### src/rtl/ras_commit_shadow.sv
// rtl/ras_commit_shadow.sv - retire-side return address stack with recovery streaming
//
// Purpose: architectural RAS updated only by retired calls/returns. On a
// recovery request it snapshots the committed stack and streams it, oldest
// to youngest, over a valid/ready channel so fetch can rebuild its RAS.
//
// Optional debug ports: define RAS_COMMIT_SHADOW_DEBUG_EN.
//
// Ports:
//   clock, reset_n                      clock, synchronous active-low reset
//   retire_call, retire_return, retire_pc  retire-side stack updates
//   recover_req                         pulse: snapshot and stream the stack
//   rec_ready / rec_valid, rec_data, rec_idx, rec_last  recovery stream
//   rec_done, rec_busy                  recovery completion / in-progress
//   arch_top, arch_count                committed top-of-stack and occupancy
//   dbg_stack, dbg_head, dbg_tail, dbg_state  (debug build only)

module ras_commit_shadow #(
  parameter int RAS_SIZE = 8,
  parameter int PC_W     = 32
) (
  input  logic                          clock,
  input  logic                          reset_n,
  input  logic                          retire_call,
  input  logic                          retire_return,
  input  logic [PC_W-1:0]               retire_pc,
  input  logic                          recover_req,
  input  logic                          rec_ready,
  output logic                          rec_valid,
  output logic [PC_W-1:0]               rec_data,
  output logic [$clog2(RAS_SIZE)-1:0]   rec_idx,
  output logic                          rec_last,
  output logic                          rec_done,
  output logic                          rec_busy,
  output logic [PC_W-1:0]               arch_top,
  output logic [$clog2(RAS_SIZE+1)-1:0] arch_count
`ifdef RAS_COMMIT_SHADOW_DEBUG_EN
  ,
  output logic [RAS_SIZE-1:0][PC_W-1:0] dbg_stack,
  output logic [$clog2(RAS_SIZE)-1:0]   dbg_head,
  output logic [$clog2(RAS_SIZE)-1:0]   dbg_tail,
  output logic [1:0]                    dbg_state
`endif
);

  localparam int IW = $clog2(RAS_SIZE);
  localparam int CW = $clog2(RAS_SIZE + 1);

  typedef enum logic [1:0] {
    S_IDLE   = 2'd0,
    S_STREAM = 2'd1,
    S_DONE   = 2'd2
  } state_e;

  logic [PC_W-1:0] stack_q [RAS_SIZE];
  logic [PC_W-1:0] stack_d [RAS_SIZE];
  logic [IW-1:0]   head_q, head_d;
  logic [IW-1:0]   tail_q, tail_d;
  logic [CW-1:0]   count_q, count_d;

  logic [PC_W-1:0] snap_q [RAS_SIZE];
  logic [IW-1:0]   snap_head_q;
  logic [CW-1:0]   snap_count_q;

  state_e          state_q, state_d;
  logic [IW-1:0]   idx_q, idx_d;
  logic            snap_take;
  logic            last_w;
  logic [IW-1:0]   rd_ptr;
  logic [PC_W-1:0] pc4;

  // Live stack next state. Call+return on a non-empty stack replaces the top
  // in place; on an empty stack it degenerates to a plain call.
  always_comb begin
    stack_d = stack_q;
    head_d  = head_q;
    tail_d  = tail_q;
    count_d = count_q;
    pc4     = retire_pc + PC_W'(4);
    if (retire_call && retire_return && count_q != '0) begin
      stack_d[tail_q - IW'(1)] = pc4;
    end else if (retire_call) begin
      stack_d[tail_q] = pc4;
      tail_d          = tail_q + IW'(1);
      if (count_q == CW'(RAS_SIZE)) begin
        head_d = head_q + IW'(1);  // full: oldest entry is overwritten
      end else begin
        count_d = count_q + CW'(1);
      end
    end else if (retire_return && count_q != '0) begin
      tail_d  = tail_q - IW'(1);
      count_d = count_q - CW'(1);
    end
  end

  assign last_w = (CW'(idx_q) == snap_count_q - CW'(1));
  assign rd_ptr = snap_head_q + idx_q;

  // Recovery FSM. A new request always wins, restarting from a fresh
  // snapshot that already reflects this cycle's retire update.
  always_comb begin
    state_d   = state_q;
    idx_d     = idx_q;
    snap_take = 1'b0;
    if (recover_req) begin
      snap_take = 1'b1;
      idx_d     = '0;
      state_d   = (count_d != '0) ? S_STREAM : S_DONE;
    end else begin
      case (state_q)
        S_STREAM: begin
          if (rec_ready) begin
            if (last_w) state_d = S_DONE;
            else        idx_d   = idx_q + IW'(1);
          end
        end
        S_DONE:  state_d = S_IDLE;
        default: state_d = state_q;
      endcase
    end
  end

  always_ff @(posedge clock) begin
    if (!reset_n) begin
      for (int k = 0; k < RAS_SIZE; k++) begin
        stack_q[k] <= '0;
        snap_q[k]  <= '0;
      end
      head_q       <= '0;
      tail_q       <= '0;
      count_q      <= '0;
      snap_head_q  <= '0;
      snap_count_q <= '0;
      idx_q        <= '0;
      state_q      <= S_IDLE;
    end else begin
      stack_q <= stack_d;
      head_q  <= head_d;
      tail_q  <= tail_d;
      count_q <= count_d;
      idx_q   <= idx_d;
      state_q <= state_d;
      if (snap_take) begin
        snap_q       <= stack_d;
        snap_head_q  <= head_d;
        snap_count_q <= count_d;
      end
    end
  end

  assign rec_valid  = (state_q == S_STREAM);
  assign rec_busy   = (state_q != S_IDLE);
  assign rec_done   = (state_q == S_DONE);
  assign rec_idx    = idx_q;
  assign rec_last   = rec_valid && last_w;
  assign rec_data   = rec_valid ? snap_q[rd_ptr] : '0;
  assign arch_top   = stack_q[tail_q - IW'(1)];
  assign arch_count = count_q;

`ifdef RAS_COMMIT_SHADOW_DEBUG_EN
  always_comb begin
    for (int k = 0; k < RAS_SIZE; k++) dbg_stack[k] = stack_q[k];
  end
  assign dbg_head  = head_q;
  assign dbg_tail  = tail_q;
  assign dbg_state = state_q;
`endif

endmodule

### config.mk
export PLATFORM = sky130hd
export DESIGN_NAME = ras_commit_shadow
export DESIGN_NICKNAME = d
export VERILOG_FILES = /design/src/rtl/ras_commit_shadow.sv
export SDC_FILE = /design/constraint.sdc
export NUM_CORES = 1
export LEC_CHECK = 0
export ABC_AREA = 1
export CORE_AREA = 10 10 271 273
export CTS_BUF_LIST = sky130_fd_sc_hd__clkbuf_4
export CTS_CLUSTER_DIAMETER = 80
export DETAILED_ROUTE_END_ITERATION = 8
export DIE_AREA = 0 0 281 283
export REMOVE_ABC_BUFFERS = 1
export SLEW_MARGIN = 30
export SYNTH_ARGS = -nofsm -noshare
export SYNTH_HDL_FRONTEND = slang
export SYNTH_SLANG_ARGS = --single-unit
export TNS_END_PERCENT = 50
### constraint.sdc
create_clock -name clock -period 6.8 [get_ports clock]
set_input_delay 0.68 -clock clock [delete_from_list [all_inputs] [get_ports clock]]
set_output_delay 0.68 -clock clock [all_outputs]
set_load 0.01 [all_outputs]
==> impl_metrics.csv <==
group,metric,value,unit
synth,synth_area,30200,µm²
global_routing,gr-usage-all-layers,28.3,%
floorplan,coreArea,68100,µm²
layout,utilization,49.1,%
floorplan,ios,113,
global_routing,grt_pass1_vias,29900,
floorplan,dieArea,79500,µm²
critical_path,critPathRequiredTime,6.12,ns
layout,fin_cells,5709,
synth,synth_common_cells,"nand2_1 (1095), a21oi_1 (721), dfxtp_1 (534)",
power,ir_worst_vdd,0.174,mV
synth,synth_area_leaders,"dfxtp_1 (35%), nand2_1 (14%), a21oi_1 (12%)",
global_routing,grt_max_degree,186,
timing,setup_tns,0,ns
routing,dr_total_vias,32800,
clocking,clk_path_buf_depth,3,
timing,max_freq,181,MHz
run,maxCapViolCount,0,
clocking,post_cts_buffers,0,
clocking,cts_sinks,534,
critical_path,r2r_start,"tail_q[0]$_SDFFE_PN0P_",
routing,drt_iter0_drc,3846,
placed_design,io_buffer_count,112,
clocking,cts_tree,"built",
critical_path,worst-path-max-fanout,23,
clocking,cts_resized,0,
routing,drt_pass1_iterations,6,
layout,drive_above_1_share,8.74,%
routing,remaining_drc_errors,0,
min_path,hold_path.class,"in2reg",
routing,routed_wl,117000,µm
timing,finClkSkew,0.0441,ns
floorplan,die_h,283,µm
global_routing,grt_remaining_overflow,0,
placed_design,hpwlAfterDp,69900,µm
routing,viasPerCell,5.75,
min_path,hp-start,"recover_req",
layout,syn_to_final_growth,10.6,%
critical_path,endpoint_kind,"output pin",
critical_path,critPathLaunchType,"flop",
clocking,cts_hold_buf,0,
clocking,clock-root-buffer,"clkbuf_4",
synth,yosysUniqueCellTypes,45,
timing,hold_violations,0,
routing,drtAntennaViolNets,0,
placed_design,placedCellCount,5439,
timing,relSlewSlack,26.6,%
critical_path,reg2reg_depth,13,
floorplan,placement_rows,96,
synth,yosys_most_used_dff,"dfxtp_1",
status,status,"completed",
synth,synth_edf_count,0,
floorplan,die_w,281,µm
timing,fin_crit_sh,81.3,%
power,power_density,302,nW/µm²
synth,netlist_instances,4771,
global_routing,antenna_found_initial,10,
power,leakage,13.3,nW
layout,fin_nets,4761,
timing,final_max_slew_viol_count,0,
global_routing,grt_pass1_wl,177000,µm
critical_path,r2r-end,"snap_q[240]$_SDFFE_PN0P_",
timing,rsz0062_at_grt,"false",
timing,worst_slew_pin_slew,1.10,ns
critical_path,criticalPathCategory,"reg2out",
clocking,path_clk_slew,0.06,ns
synth,yosysTopAreaCellShare,35.3,%
clocking,clock_latency,1.00,ns
floorplan,initial_core_util,44.4,%
synth,yosysSeqAreaShare,35.3,%
synth,syn-mean-instance-area,6.34,µm²
clocking,cts_inserted_buffers,153,
critical_path,cp-startpoint,"tail_q[0]$_SDFFE_PN0P_",
timing,setup_viol,0,
synth,ys_ff_latch,534,
power,p_total,0.0101,W
synth,ys_warn_count,0,
critical_path,cp-endpoint,"arch_top[27]",
timing,period_minus_slack,5.53,ns
routing,wl_per_cell,20.4,µm
placed_design,dp_worst_setup_slack,2.30,ns
synth,synth.most_common_cell,"nand2_1",
synth,yosys.area.top_type,"dfxtp_1",
synth,synthArstFlopShare,0,%
clocking,htree_levels,4,
critical_path,critPathArrivalTime,4.85,ns
critical_path,reg2reg_slack,3.16,ns
timing,fin_ws,1.27,ns
placed_design,place_congestion,0.921,
through the flow:
stage	hold slack (ns)	cell area, µm²
2_1_floorplan	0.439	28600
3_3_place_gp	0.450	31400
3_5_place_dp	0.452	31400
4_1_cts	0.182	33400
5_1_grt	0.227	33500
6_report	0.274	33500
area by class of cell:
cell class / instances / area (µm²)
timing repair buffer: 174 / 1640
tap: 882 / 1100
antenna: 9 / 22.5
clock inverter: 33 / 270
inverter: 415 / 1590
clock buffer: 227 / 1700
multi-input combinational: 3435 / 16400
sequential: 534 / 10700
fill: 7114 / 34600
worst max-delay path: stages (launching register included):
cell and delay, ns:
dfxtp_1 0.55, inv_2 0.19, ha_1 0.27, inv_1 0.07
nand2_1 0.05, nand2_1 0.20, nand3_2 0.66, inv_2 0.58
buf_4 0.42, a221oi_1 0.16, nand2_1 0.14, clkdlybuf4s50_1 0.56
how the worst min path moves through the flow:
stage                                     endpoint  slack, ns  cells past startpoint
final                     snap_q[157]$_SDFFE_PN0P_       0.27                      3
after global routing      snap_q[157]$_SDFFE_PN0P_       0.23                      3
after CTS                 snap_q[206]$_SDFFE_PN0P_       0.18                      3
after detailed placement  snap_q[207]$_SDFFE_PN0P_       0.45                      2
after global placement    snap_q[210]$_SDFFE_PN0P_       0.45                      2
after floorplan               head_q[2]$_SDFF_PN0_       0.44                      2
logic make-up after synthesis:
logic type	after synthesis	share of synthesized area (%)
buffers and inverters	802	10.6
and+or+nand+nor	1980	26.9
DFF	534	35.3
AOI/OAI and AO/OA	1431	26.2
adders and majority gates	10	0.439
xor gates and xnor gates	14	0.430
cells in the final DEF (no fill, tap or decap), types with 21 or more instances in the layout:
cell / synthesis / final
a221oi_1: 46 / 46
dfxtp_1: 534 / 534
o22ai_1: 82 / 82
o21bai_1: 25 / 25
a21oi_1: 721 / 721
a311oi_1: 31 / 31
inv_1: 395 / 386
clkbuf_4: 0 / 227
o21ai_0: 395 / 395
clkinv_1: 3 / 21
inv_2: 17 / 21
buf_4: 14 / 58
nor2_1: 469 / 468
o21a_1: 34 / 34
o211ai_1: 21 / 21
clkdlybuf4s50_1: 0 / 110
nand3_1: 348 / 343
nand2_1: 1095 / 1095
registers in the layout, summed over array words and instances (netlist names):
signal        flops
head_q            3
tail_q            3
snap_q          256
snap_count_q      4
rec_idx           3
stack_q         256
state_q           2
snap_head_q       3
arch_count        4
per-layer routing:
metal  GRT usage [%]  wire length [µm]  vias up
li1                -                 -    15800
met1            36.9             48900    15200
met2            44.5             52500     1563
met3            5.80             11000      244
met4            12.2              4160        2
met5               0                13        -
report_power, final:
| part | leakage [nW] | switching, W | internal, W |
|---|---|---|---|
| registers | 4.35 | 0.000213 | 0.00352 |
| clock network | 1.18 | 0.00146 | 0.00170 |
| logic | 7.75 | 0.00225 | 0.000969 |
No activity file was read; power rests on OpenSTA's default activity.
